$ cat src/rtl/ysyx_25040129_axi4_master.sv
// AXI4 initiator with one transaction in flight: INCR read bursts or single-beat writes.
// A zero-wait slave gives the first response 3 cycles after the request; there is no response backpressure.
module ysyx_25040129_axi4_master #(
  parameter logic [3:0] AXI_ID    = 4'h0,
  parameter logic [7:0] BURST_MAX = 8'd3
) (
  input  logic        clock,
  input  logic        reset,
  input  logic        req_valid,
  output logic        req_ready,
  input  logic        req_we,
  input  logic [31:0] req_addr,
  input  logic [7:0]  req_len,
  input  logic [31:0] req_wdata,
  input  logic [3:0]  req_wstrb,
  output logic        rsp_valid,
  output logic [31:0] rsp_data,
  output logic        rsp_last,
  output logic        rsp_err,
  output logic        io_master_awvalid,
  input  logic        io_master_awready,
  output logic [3:0]  io_master_awid,
  output logic [31:0] io_master_awaddr,
  output logic [7:0]  io_master_awlen,
  output logic [2:0]  io_master_awsize,
  output logic [1:0]  io_master_awburst,
  output logic        io_master_wvalid,
  input  logic        io_master_wready,
  output logic [31:0] io_master_wdata,
  output logic [3:0]  io_master_wstrb,
  output logic        io_master_wlast,
  input  logic        io_master_bvalid,
  output logic        io_master_bready,
  input  logic [3:0]  io_master_bid,
  input  logic [1:0]  io_master_bresp,
  output logic        io_master_arvalid,
  input  logic        io_master_arready,
  output logic [3:0]  io_master_arid,
  output logic [31:0] io_master_araddr,
  output logic [7:0]  io_master_arlen,
  output logic [2:0]  io_master_arsize,
  output logic [1:0]  io_master_arburst,
  input  logic        io_master_rvalid,
  output logic        io_master_rready,
  input  logic [3:0]  io_master_rid,
  input  logic [31:0] io_master_rdata,
  input  logic [1:0]  io_master_rresp,
  input  logic        io_master_rlast
);

  typedef enum logic [2:0] {IDLE, RD_ADDR, RD_DATA, WR, WR_RESP, ERR} state_t;

  typedef struct packed {
    logic [31:0] addr;
    logic [7:0]  len;
    logic [31:0] wdata;
    logic [3:0]  wstrb;
  } req_t;

  state_t     state, state_nxt;
  req_t       req_q;
  logic [7:0] cnt_q;
  logic       aw_done, w_done;
  logic       req_fire, ar_fire, r_fire, aw_fire, w_fire, b_fire, last_beat;
  logic       unused_ids;

  // Response ids are accepted whatever their value.
  assign unused_ids = ^{io_master_bid, io_master_rid};

  assign req_fire  = req_valid & req_ready;
  assign ar_fire   = io_master_arvalid & io_master_arready;
  assign r_fire    = io_master_rvalid & io_master_rready;
  assign aw_fire   = io_master_awvalid & io_master_awready;
  assign w_fire    = io_master_wvalid & io_master_wready;
  assign b_fire    = io_master_bvalid & io_master_bready;
  assign last_beat = (cnt_q == req_q.len);

  always_ff @(posedge clock) begin
    if (reset) state <= IDLE;
    else       state <= state_nxt;
  end

  always_comb begin
    state_nxt = state;
    case (state)
      IDLE: begin
        if (req_fire) begin
          if (req_we)                 state_nxt = WR;
          else if (req_len > BURST_MAX) state_nxt = ERR;
          else                        state_nxt = RD_ADDR;
        end
      end
      RD_ADDR: if (ar_fire) state_nxt = RD_DATA;
      // The beat count, not rlast, decides where the burst ends.
      RD_DATA: if (r_fire && last_beat) state_nxt = IDLE;
      WR:      if ((aw_done | aw_fire) && (w_done | w_fire)) state_nxt = WR_RESP;
      WR_RESP: if (b_fire) state_nxt = IDLE;
      ERR:     state_nxt = IDLE;
      default: state_nxt = IDLE;
    endcase
  end

  always_comb begin
    req_ready         = (state == IDLE);
    io_master_arvalid = (state == RD_ADDR);
    io_master_rready  = (state == RD_DATA);
    io_master_awvalid = (state == WR) && !aw_done;
    io_master_wvalid  = (state == WR) && !w_done;
    io_master_bready  = (state == WR_RESP);
    io_master_awaddr  = req_q.addr;
    io_master_araddr  = req_q.addr;
    io_master_arlen   = req_q.len;
    io_master_awlen   = 8'd0;
    io_master_wdata   = req_q.wdata;
    io_master_wstrb   = req_q.wstrb;
    io_master_wlast   = io_master_wvalid;
    // Fixed attributes are only driven alongside their valid so idle outputs sit at zero.
    io_master_awid    = io_master_awvalid ? AXI_ID  : 4'h0;
    io_master_awsize  = io_master_awvalid ? 3'b010  : 3'b000;
    io_master_awburst = io_master_awvalid ? 2'b01   : 2'b00;
    io_master_arid    = io_master_arvalid ? AXI_ID  : 4'h0;
    io_master_arsize  = io_master_arvalid ? 3'b010  : 3'b000;
    io_master_arburst = io_master_arvalid ? 2'b01   : 2'b00;
  end

  always_ff @(posedge clock) begin
    if (reset) begin
      req_q     <= '0;
      cnt_q     <= 8'd0;
      aw_done   <= 1'b0;
      w_done    <= 1'b0;
      rsp_valid <= 1'b0;
      rsp_data  <= 32'd0;
      rsp_last  <= 1'b0;
      rsp_err   <= 1'b0;
    end else begin
      rsp_valid <= 1'b0;
      rsp_last  <= 1'b0;
      rsp_err   <= 1'b0;
      if (req_fire) begin
        req_q   <= '{addr: req_addr, len: req_len, wdata: req_wdata, wstrb: req_wstrb};
        aw_done <= 1'b0;
        w_done  <= 1'b0;
      end
      case (state)
        RD_ADDR: if (ar_fire) cnt_q <= 8'd0;
        RD_DATA: begin
          if (r_fire) begin
            rsp_valid <= 1'b1;
            rsp_data  <= io_master_rdata;
            rsp_last  <= last_beat;
            rsp_err   <= (io_master_rresp != 2'b00) | (io_master_rlast != last_beat);
            cnt_q     <= cnt_q + 8'd1;
          end
        end
        WR: begin
          if (aw_fire) aw_done <= 1'b1;
          if (w_fire)  w_done  <= 1'b1;
        end
        WR_RESP: begin
          if (b_fire) begin
            rsp_valid <= 1'b1;
            rsp_data  <= 32'd0;
            rsp_last  <= 1'b1;
            rsp_err   <= (io_master_bresp != 2'b00);
            aw_done   <= 1'b0;
            w_done    <= 1'b0;
          end
        end
        ERR: begin
          rsp_valid <= 1'b1;
          rsp_data  <= 32'd0;
          rsp_last  <= 1'b1;
          rsp_err   <= 1'b1;
        end
        default: ;
      endcase
    end
  end

endmodule
$ cat config.mk
export PLATFORM = sky130hd
export DESIGN_NAME = ysyx_25040129_axi4_master
export DESIGN_NICKNAME = d
export VERILOG_FILES = /design/src/rtl/ysyx_25040129_axi4_master.sv
export SDC_FILE = /design/constraint.sdc
export NUM_CORES = 1
export LEC_CHECK = 0
export BUFFER_PORTS_ARGS = -buffer_cell sky130_fd_sc_hd__buf_2
export CAP_MARGIN = 20
export CORE_AREA = 3 3 117 119
export DETAILED_ROUTE_END_ITERATION = 10
export DIE_AREA = 0 0 120 122
export PLACE_DENSITY_LB_ADDON = 0.05
export REMOVE_ABC_BUFFERS = 1
export SLEW_MARGIN = 20
export SYNTH_ARGS = -nofsm -noshare
export SYNTH_HDL_FRONTEND = slang
export SYNTH_SLANG_ARGS = --single-unit
$ cat constraint.sdc
create_clock -name clock -period 2.75 [get_ports clock]
set_input_delay 0.6875 -clock clock [delete_from_list [all_inputs] [get_ports clock]]
set_output_delay 0.6875 -clock clock [all_outputs]
set_load 0.1 [all_outputs]
==> metrics.txt <==
status=finished clean; Slew Viols, Final=0; Inserted Clock Buffers=17; final hold vios=0; post-route clock period utilization=0.958; Seq/Total Area, Yosys=0.472; dominant synthesized flop cell=dfxtp_1; max-cap viol count=0; total power draw=9.27 mW; area of the multi-input gates=0.00218 sq mm; number of top-level pins=306; synthesized instance count=roughly 660; global route total overflow=0; RR Endpoint=rsp_data[28]; Async SR Flop Fraction=0; Levels on crit path=3; drt pass-1 iters=7; Critical Path RT=2.06 ns; Worst Path Arrival=1.95 ns; Sw Share=0.526; Mapped Area=0.00526 sq mm; Clk pwr share=0.256; clk_skew=between 0.004 and 0.005 ns; Final setup viols=0; worst reg2reg path startpoint=state[2]; hold depth=2; gr usage total=0.198; core box area=0.0127 sq mm; fraction of layout cells with a size suffix above 1=0.372; #FFs+latches synth=124; Starting Density=0.415; Inserted Diodes=0; Post-Syn Area per Cell=8.02 sq um; final core utilization=0.555; Worst path max stage delay=between 0.4 and 0.5 ns; final worst slack=0.116 ns; CP bufs+invs=1; Combinational Power Share=0.495; final wirelength=15000 um; Routed WL per cell=14.2 um; Clock Path Buffers=2; Peak Freq=380 MHz; Least-Margin Pin Slew=0.604 ns; Clock transition at path regs=0.05 ns; worst vdd ir=between 0.7 and 0.8 mV; crit path time final=about 2.6 ns; DP HPWL=~11000 um; clk sinks=between 100 and 150; Layout Cells excl Fill=around 1100; gpl congestion=0.801; synth warn=0; vias per inst=4.71; pwr dens=between 1000 and 1500 mW/mm^2; Hold Path Origin=rsp_data[14]; LEAKAGE=3.30 nW; Hold Path End=rsp_data[14]; initial antenna violation count=0; first-pass GRT wire length=22900 um; Crit-path slowest cell=dfxtp_1; Placed Cells incl. Taps=1026; post-route ant nets=0; RSZ-0062 raised after global routing=yes; Reg2Reg Setup Slack=between 0.9 and 1 ns; share of power burned in registers=0.249; P_int=~4.4 mW; crit-path max FO=15; TritonCTS clock tree=built; Cell variety after synth=44; nets=1004; Clk Latency, worst-skew pair=0.41 ns; Layout area overhead=33.5%; Setup Slack @ Placement=0.438 ns; vias in the first global route=4537; Post-synth EDFFs=0; die width=120 um; drt initial violations=224; routed vias=4983; CTS root buf=clkbuf_16; CP delay by family, top=simple AND/OR/NAND/NOR gates; slew margin rel.=0.598; number of remaining DRC errors=0; FF-to-FF path depth=5; HP Class=reg2reg; Crit Path Category=reg2out; net switching power=roughly 5 mW; Reg area=0.00248 sq mm; H-tree depth=4; Startpoint Class=flop; pin count of the biggest net entering global routing=80; Die ar.=0.0146 sq mm; die height=approximately 120 um; critical-path cell list=nand3b_1, nor2_1, buf_2; Layout fillers=between 1000 and 1500; Port Buffers=275; Rows=just over 40; Crit. End Element=output pin
==> what timing repair did <==
action | in CTS | in global routing
setup buffers | 0 | 0
gates resized for setup | 2 | 2
setup endpoints to repair | 2 | 5
hold buffers | 0 | 0
==> worst max path at each step <==
stage	from	end	slack, ns
after floorplan	state[0]	aw_done	-2.56
after global placement	state[0]	io_master_awsize[1]	0.51
after detailed placement	state[0]	io_master_awsize[1]	0.44
after CTS	state[0]	io_master_awburst[0]	-0.01
after global routing	state[2]	io_master_awvalid	-0.03
final	state[2]	io_master_awburst[0]	0.12
==> cell type report <==
cell class	instances	area share
Tap cell	172	0.0306
Multi-Input combinational cell	441	0.310
Sequential cell	124	0.353
Clock inverter	11	0.0235
Timing Repair Buffer	282	0.212
Inverter	7	0.00374
Clock buffer	21	0.0669
==> cell usage after synthesis, types with 2 or more instances <==
| master | instances | area [sq um] |
|---|---|---|
| nand3b_4 | 2 | 40.0 |
| nor4_1 | 3 | 18.8 |
| a2111oi_2 | 4 | 60.1 |
| nand3_1 | 34 | 170 |
| buf_2 | 18 | 90.1 |
| a22oi_1 | 2 | 15.0 |
| nor2_1 | 19 | 71.3 |
| buf_6 | 2 | 22.5 |
| xnor2_1 | 14 | 123 |
| a211oi_1 | 4 | 30.0 |
| o21ai_0 | 5 | 25.0 |
| buf_4 | 61 | 458 |
| nand4_1 | 4 | 25.0 |
| dfxtp_1 | 124 | 2480 |
| nand2_1 | 190 | 713 |
| and4_1 | 2 | 17.5 |
| clkbuf_1 | 24 | 90.1 |
| a21oi_1 | 112 | 561 |
| inv_1 | 7 | 26.3 |
==> sequential cells by signal, summed over array words and instances, names as in the netlist <==
signal,count
aw_done,1
rsp_data,32
state,3
cnt_q,8
io_master_arlen,8
io_master_araddr,32
w_done,1
rsp_last,1
io_master_wdata,32
rsp_err,1
io_master_wstrb,4
rsp_valid,1
==> power groups by stage <==
stage	sequential (mW)	combinational (mW)	clock [mW]
finish	2.31	4.59	2.37
floorplan	4.79	1.28	0
global route	2.35	4.79	2.50
global placement	2.33	4.60	0
detailed placement	2.34	4.61	0
CTS	2.31	4.62	2.42
==> cells by family (layout without fill, tap and decap cells) <==
kind of cell,count (synthesis),in the layout,share of synthesized area
and+or+nand+nor,265,265,0.218
AOI/OAI and AO/OA,136,136,0.147
DFF,124,124,0.472
buffers and inverters,112,321,0.131
xor gates and xnor gates,14,14,0.0233
muxes,3,3,0.00618
adders and majority gates,1,1,0.00238
other,1,22,0.000713
==> metal layers <==
metal  vias up  part of all wire  global-route usage
li1       2513                 -                   -
met1      2266              0.40               0.224
met2       188              0.51               0.345
met3        16             0.080              0.0631
met4         0             0.015              0.0795
met5         -                 0                   0
==> tightest hold or removal path, cell delays in order (launching register included) <==
cell and delay, ns:
dfxtp_1 0.30, nand2_1 0.05, a21oi_1 0.05
==> through the flow <==
stage               TNS (ns)  area (sq um)  hold WS [ns]
floorplan             -95.74          4680         0.526
global placement           0          6380         0.437
detailed placement         0          6380         0.442
CTS                  -0.0173          7020         0.449
global route         -0.0591          7030         0.468
finish                     0          7030         0.446
==> cells in the final DEF (no fill, tap or decap), types with 5 or more instances in the layout <==
cell type,count
buf_2,270
conb_1,22
nor2_1,19
o21ai_0,5
nand2_1,189
xnor2_1,14
dfxtp_1,123
nand3_1,34
clkbuf_16,17
inv_1,7
a21oi_1,112
buf_4,7
No activity file was read; power rests on OpenSTA's default activity.
